## src/rtl/deinterleaver_top_if.sv

```systemverilog
// deinterleaver_top_if: bit-serial valid/ready streams on both sides of the deinterleaver
interface deinterleaver_top_if;
    logic data_in;
    logic valid_in;
    logic ready_out;
    logic data_out;
    logic valid_out;
    logic ready_in;
    modport slave (
        input  data_in, valid_in, ready_in,
        output ready_out, data_out, valid_out
    );
    modport master (
        output data_in, valid_in, ready_in,
        input  ready_out, data_out, valid_out
    );
endinterface

```

## src/rtl/deinterleaver_top.sv

```systemverilog
// deinterleaver_top: QPSK WiMAX block deinterleaver; bits are scattered into a
// ping-pong flop bank at their natural position and streamed out in order.
module deinterleaver_top #(
    parameter int NCBPS = 192,
    parameter int D     = 16,
    parameter int AW    = $clog2(NCBPS)
) (
    input logic                clk,
    input logic                resetN,
    deinterleaver_top_if.slave bus
);
    localparam int R  = NCBPS / D;
    localparam int CW = $clog2(R);
    localparam int RW = $clog2(D);

    logic [1:0][NCBPS-1:0] bank_q, bank_d;
    logic [1:0]            full_q, full_d;
    logic                  wr_bank_q, wr_bank_d;
    logic                  rd_bank_q, rd_bank_d;
    logic [CW-1:0]         col_q, col_d;
    logic [RW-1:0]         row_q, row_d;
    logic [AW-1:0]         rd_addr_q, rd_addr_d;
    logic [AW-1:0]         wr_addr;
    logic                  wr_fire, rd_fire, col_wrap, wr_last, rd_last;

    // k = d*col + row, with d a power of two
    always_comb begin
        wr_addr   = (AW'(col_q) << RW) + AW'(row_q);
        wr_fire   = bus.valid_in && !full_q[wr_bank_q];
        rd_fire   = full_q[rd_bank_q] && bus.ready_in;
        col_wrap  = col_q == CW'(R - 1);
        wr_last   = col_wrap && row_q == RW'(D - 1);
        rd_last   = rd_addr_q == AW'(NCBPS - 1);
        bank_d    = bank_q;
        full_d    = full_q;
        wr_bank_d = wr_bank_q;
        rd_bank_d = rd_bank_q;
        col_d     = col_q;
        row_d     = row_q;
        rd_addr_d = rd_addr_q;
        if (wr_fire) begin
            bank_d[wr_bank_q][wr_addr] = bus.data_in;
            col_d = col_wrap ? '0 : col_q + CW'(1);
            row_d = col_wrap ? row_q + RW'(1) : row_q;
            if (wr_last) begin
                full_d[wr_bank_q] = 1'b1;
                wr_bank_d = !wr_bank_q;
                col_d = '0;
                row_d = '0;
            end
        end
        // read and write always address opposite banks, so both flag updates can land together
        if (rd_fire) begin
            rd_addr_d = rd_last ? '0 : rd_addr_q + AW'(1);
            if (rd_last) begin
                full_d[rd_bank_q] = 1'b0;
                rd_bank_d = !rd_bank_q;
            end
        end
    end

    always_comb begin
        bus.ready_out = !full_q[wr_bank_q];
        bus.valid_out = full_q[rd_bank_q];
        bus.data_out  = full_q[rd_bank_q] ? bank_q[rd_bank_q][rd_addr_q] : 1'b0;
    end

    always_ff @(posedge clk or negedge resetN) begin
        if (!resetN) begin
            full_q    <= '0;
            wr_bank_q <= 1'b0;
            rd_bank_q <= 1'b0;
            col_q     <= '0;
            row_q     <= '0;
            rd_addr_q <= '0;
        end else begin
            full_q    <= full_d;
            wr_bank_q <= wr_bank_d;
            rd_bank_q <= rd_bank_d;
            col_q     <= col_d;
            row_q     <= row_d;
            rd_addr_q <= rd_addr_d;
        end
    end

    // bank contents are only read under a set full flag, so they need no reset
    always_ff @(posedge clk) begin
        bank_q <= bank_d;
    end
endmodule
```

## src/flat_wrapper.sv

```systemverilog
// flat-port wrapper written by rule: the top's interface ports become plain ports
module deinterleaver_top_flat 
#(
    parameter int NCBPS = 192,
    parameter int D     = 16,
    parameter int AW    = $clog2(NCBPS)
)
  (clk, resetN, bus_data_in, bus_valid_in, bus_ready_in, bus_ready_out, bus_data_out, bus_valid_out);
  deinterleaver_top_if bus_i ();
  input logic clk;
  input logic resetN;
  input wire logic [$bits(bus_i.data_in)-1:0] bus_data_in;
  input wire logic [$bits(bus_i.valid_in)-1:0] bus_valid_in;
  input wire logic [$bits(bus_i.ready_in)-1:0] bus_ready_in;
  output wire logic [$bits(bus_i.ready_out)-1:0] bus_ready_out;
  output wire logic [$bits(bus_i.data_out)-1:0] bus_data_out;
  output wire logic [$bits(bus_i.valid_out)-1:0] bus_valid_out;
  assign bus_i.data_in = bus_data_in;
  assign bus_i.valid_in = bus_valid_in;
  assign bus_i.ready_in = bus_ready_in;
  assign bus_ready_out = bus_i.ready_out;
  assign bus_data_out = bus_i.data_out;
  assign bus_valid_out = bus_i.valid_out;
  deinterleaver_top #(.NCBPS(NCBPS), .D(D), .AW(AW)) u_core (.clk(clk), .resetN(resetN), .bus(bus_i));
endmodule
```

## config.mk

```make
export PLATFORM = sky130hd
export DESIGN_NAME = deinterleaver_top_flat
export DESIGN_NICKNAME = d
export VERILOG_FILES = /design/src/rtl/deinterleaver_top_if.sv /design/src/rtl/deinterleaver_top.sv /design/src/flat_wrapper.sv
export SDC_FILE = /design/constraint.sdc
export NUM_CORES = 1
export LEC_CHECK = 0
export ABC_AREA = 0
export ABC_CLOCK_PERIOD_IN_PS = 4900
export CORE_ASPECT_RATIO = 1.2
export CORE_UTILIZATION = 32
export DETAILED_ROUTE_END_ITERATION = 8
export PLACE_DENSITY = 0.43
export SLEW_MARGIN = 20
export SYNTH_ARGS = -nofsm -noshare
export SYNTH_HDL_FRONTEND = slang
export SYNTH_SLANG_ARGS = --single-unit
```

## constraint.sdc

```tcl
create_clock -name clk -period 4.9 [get_ports clk]
set_clock_uncertainty 0.05 [all_clocks]
set_input_delay 0.98 -clock clk [delete_from_list [all_inputs] [get_ports clk]]
set_output_delay 0.98 -clock clk [all_outputs]
set_load 0.02 [all_outputs]
```

==> impl_metrics.py <==
metrics = {
    "timing": {
        "fin_crit_sh": 0.965,
        "holdWs_ns": 0.544,
        "rsz0062_at_grt": "false",
        "tightest_slew_ns": 1.03,
        "hold_viol_final": 0,
        "max_slew_margin": 0.316,
        "setup_violations": 0,
        "min_period_ns": 4.73,
        "layout_setup_ws_ns": 0.172,
        "fin_setup_tns_ns": 0,
        "max_freq_mhz": 212,
        "finalMaxSlewViolations": 0,
    },
    "setup_path": {
        "critPathArrivalTime_ns": 3.70,
        "r2r_end": "u_core.bank_q[191]",
        "rr_startpoint": "u_core.row_q[0]",
        "crit_end": "bus_data_out",
        "crit_path_start_kind": "flip-flop",
        "rr_worst_depth": 4,
        "crit_path_max_fanout": 4,
        "required_ns": 3.87,
        "crit_type": "flip-flop to output pin",
        "r2r_slack_ns": 2.35,
        "end_kind": "output pin",
        "crit_start": "u_core.rd_bank_q",
    },
    "finish": {
        "diodes": 0,
        "drive_above_1_share": 0.156,
        "final_cell_mix": "nor2_1 (404), edfxtp_1 (384), mux4_2 (76)",
        "final_common_cell": "nor2_1",
        "final_net_count": 1297,
        "finalNonFillerCells": 2038,
        "area_growth_pct": 13.6,
    },
    "clock_network": {
        "clock_path_buffers": 3,
        "cts_tree": "yes",
        "h-tree-depth": 2,
        "numCtsBuffers": 45,
        "clk_latency_ns": 0.57,
        "cts-hold-fix-buffers": 0,
        "clk_pin_slew_ns": 0.06,
        "cts-root-buf": "clkbuf_16",
        "clkSinkCount": 404,
    },
    "die": {
        "core_sq_um": 54900,
        "die_x_microns": 217,
        "start_util": 0.324,
        "dieArea_sq_um": 56600,
        "ioPinCount": 8,
        "die_h_microns": 260,
        "row_count": 94,
    },
    "routing": {
        "drtIter0Drc": 835,
        "vias_per_cell": 5.10,
        "postRouteAntennaNets": 0,
        "wirelength_microns": 49100,
        "wire_per_inst_microns": 24.1,
        "remaining_drc_errors": 0,
        "dr.pass1.iters": 5,
        "via_count": 10400,
    },
    "synth": {
        "synth_top_area_cell": "edfxtp_1",
        "synth_edf_count": 384,
        "synth_top_area_share": 0.648,
        "yosys_most_used_dff": "edfxtp_1",
        "synth_nets": 1293,
        "yosys_warnings": 0,
        "yosysSeqAreaShare": 0.676,
        "syn_inst": 1279,
        "synth.distinct_cells": 55,
        "synthArstFlopShare": 0.0495,
        "synth.avg_cell_area_sq_um": 13.9,
        "ys_ff_latch": 404,
        "syn_area_sq_um": 17800,
        "synth.area.top_cells": "edfxtp_1 (65%), mux4_2 (9.6%), nor2_1 (8.5%)",
    },
    "power": {
        "p_leak_nw": 6.37,
        "vdd_drop_max_mv": 0.207,
        "cellPowerDensity_nw_per_um2": 382,
    },
    "placed_design": {
        "gp_congestion": 0.740,
        "place_ws_ns": 0.318,
        "dpl.hpwl_microns": 28200,
        "post-place-cells": 1949,
        "io_buffers": 7,
    },
    "global_routing": {
        "grtUsageTotal": 0.179,
        "first_global_vias": 11000,
        "grt_pass1_wl_microns": 73200,
        "antenna_found_initial": 0,
        "gr-total-overflow": 0,
        "grt_max_degree": 145,
    },
    "flow_run": {
        "maxCapViolCount": 0,
    },
    "hold_path": {
        "hp-class": "flip-flop to flip-flop",
    },
    "outcome": {
        "status": "completed",
    },
}
-- flip-flops by register name, summed over array words and instances (netlist names) --
name,flops
u_core.rd_bank_q,1
u_core.row_q,4
u_core.full_q,2
u_core.rd_addr_q,8
u_core.col_q,4
u_core.bank_q,384
u_core.wr_bank_q,1
-- routing by layer --
metal,part of all wire,GRT usage,vias up
met2,0.52,0.320,195
met4,0.021,0.0473,0
met1,0.43,0.225,5446
met3,0.032,0.0242,63
li1,-,-,4686
met5,0,0,-
-- final cells by class --
cell class                      count  area [sq um]
Clock buffer                       68          1250
Timing Repair Buffer               59           618
Multi-Input combinational cell    762          5260
Clock inverter                     14          91.3
Inverter                           11          41.3
Sequential cell                   404         12000
Tap cell                          720           901
Fill cell                        5258         34700
-- synth_stat cells (all sizes together) (2+ instances only) --
master,count
a211oi,12
a21o,2
a21oi,14
a221oi,6
a22o,2
a22oi,2
a31oi,2
and2,6
buf,26
clkbuf,76
dfrtp,20
edfxtp,384
ha,9
inv,11
mux2,6
mux2i,41
mux4,81
nand2,68
nand2b,3
nand3,11
nand3b,5
nor2,404
nor2b,8
nor3,9
nor3b,2
nor4,4
o2111ai,2
o21ai,20
o221ai,10
o22ai,5
or3,6
or3b,3
xnor2,6
-- report_power, final --
part / leakage [nW] / internal, mW / switching [mW]
Clock: 0.656 / 1.82 / 1.36
Combinational: 2.01 / 0.106 / 0.563
Sequential: 3.70 / 3.82 / 0.0480
Total: 6.37 / 5.74 / 1.97
-- through the flow --
| stage | area, sq um | utilization | total power [mW] |
|---|---|---|---|
| floorplan | 17800 | - | 4.27 |
| global placement | 18700 | 0.341 | 4.64 |
| detailed placement | 18700 | 0.341 | 4.65 |
| CTS | 20100 | 0.366 | 7.85 |
| global route | 20200 | 0.368 | 8.00 |
| finish | 20200 | 0.368 | 7.72 |
-- timing repair --
item                       4_1_cts  5_1_grt
hold endpoints to repair         0        0
gates cloned                     0        1
gates resized for setup          1        4
setup endpoints to repair        1        1
setup buffers                    2        4
-- worst min path at each step --
| stage | startpoint | cells past startpoint | to |
|---|---|---|---|
| floorplan | u_core.row_q[0] | 1 | u_core.row_q[0] |
| global route | u_core.full_q[1] | 1 | u_core.full_q[1] |
| CTS | u_core.full_q[0] | 2 | u_core.full_q[0] |
| global placement | u_core.full_q[0] | 2 | u_core.full_q[0] |
| finish | u_core.full_q[0] | 2 | u_core.full_q[0] |
| detailed placement | u_core.full_q[0] | 2 | u_core.full_q[0] |
-- cells by family after synthesis --
logic type | share of synthesized area
buffers and inverters | 0.0293
adder cells (fa/ha/maj) | 0.00633
XOR/XNOR | 0.00345
AND/OR/NAND/NOR | 0.121
AO/OA/AOI/OAI | 0.0334
flip-flops | 0.676
multiplexers | 0.130
-- critical path: stages, from the launching register on --
cell and delay (ns):
dfrtp_4 0.50, buf_12 0.15, buf_12 0.12, mux4_1 0.45, mux4_2 0.53, nor3b_1 0.17
a2111oi_2 0.35, nor4b_1 0.10, buf_4 0.17, a211o_1 0.25, dlygate4sd2_1 0.33
(Power assumes the default switching activity.)
